[src/rtl/alu_pkg.sv]
// Shared ALU definitions: opcode encodings and status-flag bit positions.
// The combinational ALU and the flag stage both import these.
package alu_pkg;

  localparam logic [2:0] ADD = 3'b000;
  localparam logic [2:0] SUB = 3'b001;
  localparam logic [2:0] AND = 3'b010;
  localparam logic [2:0] OR  = 3'b011;
  localparam logic [2:0] XOR = 3'b100;
  localparam logic [2:0] NOT = 3'b101;

  localparam int FLG_Z   = 0;
  localparam int FLG_N   = 1;
  localparam int FLG_C   = 2;
  localparam int FLG_V   = 3;
  localparam int FLG_ILL = 4;
  localparam int FLAG_W  = 5;

endpackage

[src/rtl/alu_flag_calc.sv]
// Combinational status-flag derivation from an ALU operation and its result.
// in_result is trusted; flags describe it, they do not validate it.
module alu_flag_calc
  import alu_pkg::*;
#(
  parameter int WIDTH = 8,
  parameter int OP_W  = 3
) (
  input  logic [OP_W-1:0]   op,
  input  logic [WIDTH-1:0]  a,
  input  logic [WIDTH-1:0]  b,
  input  logic [WIDTH-1:0]  result,
  output logic [FLAG_W-1:0] flags
);

  logic [WIDTH:0] sum;
  logic           a_msb;
  logic           b_msb;
  logic           r_msb;

  assign sum   = {1'b0, a} + {1'b0, b};
  assign a_msb = a[WIDTH-1];
  assign b_msb = b[WIDTH-1];
  assign r_msb = result[WIDTH-1];

  always_comb begin
    flags        = '0;
    flags[FLG_Z] = (result == '0);
    flags[FLG_N] = r_msb;
    case (op)
      ADD: begin
        flags[FLG_C] = sum[WIDTH];
        flags[FLG_V] = (a_msb == b_msb) && (r_msb != a_msb);
      end
      SUB: begin
        // C reports borrow, not the inverted carry of a two's-complement add.
        flags[FLG_C] = (a < b);
        flags[FLG_V] = (a_msb != b_msb) && (r_msb != a_msb);
      end
      AND, OR, XOR, NOT: ;
      default: flags[FLG_ILL] = 1'b1;
    endcase
  end

endmodule

[src/rtl/alu_flag_stage.sv]
// ALU downstream stage: tags each accepted result with status flags and
// buffers {op, flags, result} in a small FIFO toward writeback.
module alu_flag_stage
  import alu_pkg::*;
#(
  parameter int WIDTH = 8,
  parameter int OP_W  = 3,
  parameter int DEPTH = 2
) (
  input  logic                       clk,
  input  logic                       rst_n,
  input  logic                       in_valid,
  output logic                       in_ready,
  input  logic [OP_W-1:0]            in_op,
  input  logic [WIDTH-1:0]           in_a,
  input  logic [WIDTH-1:0]           in_b,
  input  logic [WIDTH-1:0]           in_result,
  output logic                       out_valid,
  input  logic                       out_ready,
  output logic [WIDTH-1:0]           out_result,
  output logic [FLAG_W-1:0]          out_flags,
  output logic [OP_W-1:0]            out_op,
  output logic [$clog2(DEPTH):0]     level
);

  localparam int PTR_W = $clog2(DEPTH);
  localparam int LVL_W = PTR_W + 1;

  logic [WIDTH-1:0]  mem_result [DEPTH];
  logic [FLAG_W-1:0] mem_flags  [DEPTH];
  logic [OP_W-1:0]   mem_op     [DEPTH];
  logic [PTR_W-1:0]  wr_ptr;
  logic [PTR_W-1:0]  rd_ptr;
  logic [FLAG_W-1:0] in_flags;
  logic              push;
  logic              pop;

  alu_flag_calc #(.WIDTH(WIDTH), .OP_W(OP_W)) u_flag_calc (
    .op     (in_op),
    .a      (in_a),
    .b      (in_b),
    .result (in_result),
    .flags  (in_flags)
  );

  // Handshake: a transfer happens on a rising edge where valid && ready on
  // that side; valid never depends on ready, and in_ready depends only on level.
  assign in_ready  = (level != LVL_W'(DEPTH));
  assign out_valid = (level != '0);
  assign push      = in_valid && in_ready;
  assign pop       = out_valid && out_ready;

  assign out_result = mem_result[rd_ptr];
  assign out_flags  = mem_flags[rd_ptr];
  assign out_op     = mem_op[rd_ptr];

  always_ff @(posedge clk or negedge rst_n) begin
    if (!rst_n) begin
      for (int i = 0; i < DEPTH; i++) begin
        mem_result[i] <= '0;
        mem_flags[i]  <= '0;
        mem_op[i]     <= '0;
      end
      wr_ptr <= '0;
      rd_ptr <= '0;
      level  <= '0;
    end else begin
      if (push) begin
        mem_result[wr_ptr] <= in_result;
        mem_flags[wr_ptr]  <= in_flags;
        mem_op[wr_ptr]     <= in_op;
        wr_ptr             <= wr_ptr + 1'b1;
      end
      if (pop) begin
        rd_ptr <= rd_ptr + 1'b1;
      end
      case ({push, pop})
        2'b10:   level <= level + 1'b1;
        2'b01:   level <= level - 1'b1;
        default: level <= level;
      endcase
    end
  end

endmodule

[config.mk]
export PLATFORM = sky130hd
export DESIGN_NAME = alu_flag_stage
export DESIGN_NICKNAME = d
export VERILOG_FILES = /design/src/rtl/alu_pkg.sv /design/src/rtl/alu_flag_calc.sv /design/src/rtl/alu_flag_stage.sv
export SDC_FILE = /design/constraint.sdc
export NUM_CORES = 1
export LEC_CHECK = 0
export CORE_MARGIN = 1
export CORE_UTILIZATION = 35
export CTS_CLUSTER_DIAMETER = 200
export DETAILED_ROUTE_END_ITERATION = 12
export GPL_TIMING_DRIVEN = 0
export HOLD_SLACK_MARGIN = 0.1
export PLACE_DENSITY_LB_ADDON = 0.3
export SKIP_LAST_GASP = 1
export SLEW_MARGIN = 20
export SYNTH_ARGS = -nofsm -noshare
export SYNTH_HDL_FRONTEND = slang
export SYNTH_SLANG_ARGS = --single-unit
[constraint.sdc]
create_clock -name clk -period 3.7 [get_ports clk]
set_input_delay 0.74 -clock clk [delete_from_list [all_inputs] [get_ports clk]]
set_output_delay 0.74 -clock clk [all_outputs]
set_load 0.02 [all_outputs]
==> results of run 1 <==
-- power by group --
part | total [mW] | switching [mW] | internal (mW) | leakage [nW]
clock | 0.279 | 0.129 | 0.150 | 0.0482
sequential | 0.625 | 0.0866 | 0.539 | 0.422
combinational | 1.04 | 0.499 | 0.542 | 0.735
total | 1.95 | 0.714 | 1.23 | 1.21
-- state kept, by name (all words and copies together) (netlist names) --
| name | count |
|---|---|
| mem_op | 6 |
| mem_flags | 10 |
| level | 2 |
| mem_result | 14 |
| wr_ptr | 1 |
| rd_ptr | 1 |
-- cell usage in the layout, fill, tap and decap left out, types with 3 or more instances in the layout --
cell type,count
a21oi_1,4
nand2_1,46
ha_1,15
o41ai_2,3
inv_1,10
clkbuf_8,6
clkdlybuf4s50_1,49
o21ai_0,6
dfrtp_1,34
mux2_2,27
buf_2,6
xnor2_1,4
nor4_1,3
nor2_1,3
-- cells by family after synthesis --
kind of cell | count (synthesis)
simple gates | 63
flops | 34
mux | 27
compound gates | 18
buf+inv | 17
fa+ha+maj | 15
xor+xnor | 6
-- final timing paths --
| kind | start | endpoint | slack (ps) | cells after the start |
|---|---|---|---|---|
| max | rd_ptr | out_result[7] | 610 | 5 |
| min | rst_n | mem_result[14] | 290 | 1 |
| max reg2reg | level[0] | mem_op[2] | 2060 | 4 |
| min reg2reg | mem_op[3] | mem_op[3] | 470 | 2 |
| max in group asynchronous | rst_n | mem_result[2] | 3030 | 2 |
| min in group clk | mem_op[3] | mem_op[3] | 470 | 2 |
-- critical path: stages (launching register included) --
cell and delay (ps):
dfrtp_1 320, clkbuf_1 330, buf_2 350, mux2_2 410, buf_4 140, clkdlybuf4s50_1 520
-- routing by layer --
| metal | part of all wire [%] | vias up | track usage [%] | wire (um) |
|---|---|---|---|---|
| li1 | - | 726 | - | - |
| met1 | 45 | 690 | 18.3 | 1750 |
| met2 | 50 | 28 | 25.1 | 1970 |
| met3 | 4.0 | 5 | 3.57 | 158 |
| met4 | 0.82 | 0 | 5.56 | 32 |
| met5 | 0 | - | 0 | 0 |
-- through the flow --
stage / instances / util [%] / worst slack, ps / total power [mW] / instance area [um2]
after floorplan: 180 / - / 1540 / 1.27 / 1910
after global placement: 300 / 48.2 / 891 / 1.66 / 2490
after detailed placement: 301 / 48.5 / 907 / 1.68 / 2510
after CTS: 309 / 50.3 / 579 / 1.97 / 2600
after global routing: 309 / 50.3 / 496 / 2.07 / 2600
final: 309 / 50.3 / 608 / 1.95 / 2600
-- cell type report --
| type | instances | area [um2] | area share [%] |
|---|---|---|---|
| multi-input combinational | 129 | 981 | 37.7 |
| buffer | 7 | 36.3 | 1.40 |
| sequential | 34 | 851 | 32.7 |
| timing repair buffer | 51 | 515 | 19.8 |
| clock inverter | 1 | 5.00 | 0.192 |
| clock buffer | 7 | 86.3 | 3.32 |
| inverter | 10 | 37.5 | 1.44 |
| tap | 70 | 87.6 | 3.37 |
==> metrics.yaml, run 1 <==
outcome: "finished clean"
hold_buffers: 0
synth-simple-area-share_pct: 14.9
cts_sinks: 34
post_drt_wl_per_cell_um: 12.7
fp.dieW_um: 75.8
synthCells: 180
yosys.area.top_type_share_pct: 44.6
synth_edf_count: 0
setup_tns_ps: 0
cts_root_buf: "clkbuf_8"
nNetsFinal: 284
drive_gt1_share_pct: 21.3
overflow: 0
drtIter0Drc: 85
drt_pre_antenna_iters: 4
synthXorXnorAreaFrac_pct: 2.76
synth_warnings: 0
cts-resized-gates: 0
max-vdd-ir-drop_uv: 478
synth.most_common_cell: "nand2_1"
period_needed_ps: 3090
min_period_over_period_pct: 83.6
antenna_found_initial: 0
track_usage_pct: 14.8
drv_slew: 0
crit_path_end_kind: "output port"
synthArstFlopShare_pct: 100
dr_total_vias: 1449
hold_ws_ps: 287
die_area_mm2: 0.00574
tightest_slew_ps: 444
arrival_ps: 2350
final-hold-violation-count: 0
initial_utilization_pct: 36.8
muxShareOfSynthArea_pct: 16.0
holdCritPathClass: "in2async"
clock_path_buffers: 2
critical_path.max_fanout: 10
ant_nets: 0
die_h_um: 75.8
numCtsBuffers: 5
cellPowerDensity_mw_per_mm2: 748
synth_fa_ha_area_share_pct: 9.85
synth_commonest_cells: "nand2_1 (46), dfrtp_1 (34), mux2_2 (27)"
post_cts_buffers: 0
critPathLaunchType: "register"
fmax_ghz: 0.323
cap_violations: 0
cts_tree: "yes"
ys_ff_latch: 34
path_class: "reg2out"
gp_congestion: 0.719
h-tree-depth: 2
synthTopCellsByArea: "dfrtp_1 (45%), mux2_2 (16%), ha_1 (9.8%)"
final-setup-viol-count: 0
cellLeakagePower_nw: 1.21
cp.required_ps: 2960
fin_skew_ps: 4.94
mappedNetlistArea_mm2: 0.00191
io_pins: 51
drc: 0
ys.flop_type: "dfrtp_1"
coreArea_mm2: 0.00517
netlist-cell-type-count: 30
grt_pass1_vias: 1384
synth_top_area_cell: "dfrtp_1"
viasPerCell: 4.69
ys_seq_area_share_pct: 44.6
antennaDiodeCount: 0
postSynthAreaPerCell_um2: 10.6
grt_max_degree: 29
synth-compound-area-share_pct: 8.01
portBuffers: 50
fillers: 484
routed_wl_mm: 3.92
rsz0062_at_grt: "false"
num_rows: 26
worstSkewPairLatency_ps: 280
syn_to_final_growth_pct: 36.4
slew_headroom_pct: 70.1
syn_nets: 226
place_hpwl_mm: 2.92
clkTransAtPathRegs_ps: 60
synth_top_family_by_area: "multiplexers"
grt_pass1_wl_mm: 6.21
No activity file was read; power rests on OpenSTA's default activity.
==> run 2: changes to the inputs <==
clock period = 2.72 ns   (was 3.7 ns; I/O delays follow)
==> metrics.yaml, run 2 (same netlist as run 1, synthesis figures left out) <==
p_sw_uw: 968  # +36%
cap_violations: 0  # unchanged
tightest_slew_ps: 444  # +0.146 ps
swShare_pct: 36.6  # -0.15 points
post_cts_buffers: 0  # unchanged
cp.required_ps: 2180  # -780 ps
drt_pre_antenna_iters: 4  # unchanged
cts_sinks: 34  # unchanged
num_rows: 26  # unchanged
clkTransAtPathRegs_ps: 60  # about the same
path_class: "reg2out"
cellPowerDensity_mw_per_mm2: 1010  # +36%
portBuffers: 50  # unchanged
syn_to_final_growth_pct: 37.0
reg_top3: "mem_result x14, mem_flags x10, mem_op x6"
final_common_cell: "clkdlybuf4s50_1"
holdCritPathClass: "reg2reg"
largest_reg_flops: 14  # unchanged
fin_cells: 309  # unchanged
nNetsFinal: 284  # unchanged
pwr-share-clk_pct: 14.3  # about the same
grt_pass1_wl_mm: 6.19  # -0.34%
arrival_ps: 2020  # -330 ps
p_int_mw: 1.68  # +36%
final_util_pct: 50.5  # +0.19 points
die_h_um: 75.8  # unchanged
dr_total_vias: 1440  # -0.62%
ant_nets: 0  # unchanged
mostFrequentLayoutCells: "clkdlybuf4s50_1 (49), nand2_1 (46), dfrtp_1 (33), mux2_2 (27), ha_1 (15)"
holdPathStages: 2
track_usage_pct: 14.8  # -0.028 points
grt_pass1_vias: 1375  # -0.65%
drtIter0Drc: 78  # -8.2%
final-hold-violation-count: 0  # unchanged
r2r-start: "level[0]"
coreArea_mm2: 0.00517  # unchanged
min_period_over_period_pct: 94.3
critPathLaunchType: "register"
io_pins: 51  # unchanged
fin_skew_ps: 5.15  # +0.209 ps
largest-register: "mem_result"
clock_path_buffers: 2  # unchanged
initial_utilization_pct: 36.8  # unchanged
drv_slew: 0  # unchanged
max-vdd-ir-drop_uv: 658  # +38%
cts_root_buf: "clkbuf_8"
period_needed_ps: 2570
rsz0062_at_grt: "false"
outcome: "finished clean"
fp.dieW_um: 75.8  # unchanged
r2r-end: "mem_op[2]"
numCtsBuffers: 5  # unchanged
worstSkewPairLatency_ps: 280  # about the same
drive_gt1_share_pct: 21.8  # +0.42 points
hold_ws_ps: 473  # +186 ps
crit_path_end_kind: "output port"
setup_tns_ps: 0  # unchanged
place_inst: 301  # unchanged
die_area_mm2: 0.00574  # unchanged
h-tree-depth: 2  # unchanged
fmax_ghz: 0.390
drc: 0  # unchanged
overflow: 0  # unchanged
crit_end: "out_result[7]"
slew_headroom_pct: 70.1  # about the same
startpoint: "rd_ptr"
viasPerCell: 4.66  # -0.62%
routed_wl_mm: 3.89  # -0.79%
pwr-share-seq_pct: 32.9  # +0.8 points
r2r_cells: 4  # unchanged
cellLeakagePower_nw: 1.21  # +0.24%
grt_max_degree: 29  # unchanged
post_drt_wl_per_cell_um: 12.6  # -0.79%
place_hpwl_mm: 2.92  # unchanged
hold_start: "mem_op[3]"
cts_tree: "yes"
antennaDiodeCount: 0  # unchanged
combPwrFrac_pct: 52.8  # -0.7 points
critical_path.max_fanout: 10  # unchanged
gp_congestion: 0.719  # unchanged
r2r_setup_slack_ps: 1080  # -980 ps
total_power_mw: 2.65  # +36%
final-setup-viol-count: 0  # unchanged
antenna_found_initial: 0  # unchanged
-- run 2: cell count changes in the layout (fill, tap and decap cells not counted), sizes merged --
cell         before  now
clkbuf            8    7
dlygate4sd3       0    1
-- run 2: worst min path at each step --
stage                           to
finish                   mem_op[3]
global route        mem_result[12]
CTS                 mem_result[12]
detailed placement        level[1]
global placement         mem_op[3]
floorplan                 level[0]
-- run 2: through the flow --
stage                     cell area, um2  setup WS, ps
final                               2610           154
after global routing                2610          79.8
after CTS                           2610          38.5
after detailed placement            2510           123
after global placement              2490           107
after floorplan                     1910           751
-- run 2: cell type report --
cell class / count / area [um2]
fill: 480 / 2560
timing repair buffer: 52 / 526
clock inverter: 1 / 5.00
buffer: 6 / 35.0
tap: 70 / 87.6
clock buffer: 7 / 86.3
inverter: 10 / 37.5
sequential: 34 / 852
multi-input combinational: 129 / 981
-- run 2: layer usage --
| metal | track usage, % | share of wire, % | up-vias | wire [um] |
|---|---|---|---|---|
| li1 | - | - | 725 | - |
| met3 | 3.57 | 4.1 | 5 | 158 |
| met1 | 18.3 | 44 | 682 | 1730 |
| met4 | 5.56 | 0.85 | 0 | 33 |
| met5 | 0 | 0 | - | 0 |
| met2 | 25.0 | 51 | 28 | 1970 |
-- run 2: power by group through the flow --
stage | Clock (mW) | Sequential, mW | Combinational [mW]
after floorplan | 0 | 0.847 | 0.874
after global placement | 0 | 0.853 | 1.41
after detailed placement | 0 | 0.860 | 1.43
after CTS | 0.390 | 0.870 | 1.42
after global routing | 0.415 | 0.899 | 1.51
final | 0.379 | 0.870 | 1.40
-- run 2: what timing repair did --
item | CTS | global route
gates resized for setup | 1 | 1
hold endpoints to repair | 6 | 0
hold buffers | 1 | 0
pin swaps | 0 | 0
endpoints found under the setup margin | 10 | 1
-- run 2: worst max-delay path, cell delays in order, from the launching register on --
cell and delay, ps:
dfrtp_2 460, buf_4 230, mux2_2 390, buf_4 140
clkdlybuf4s50_1 520
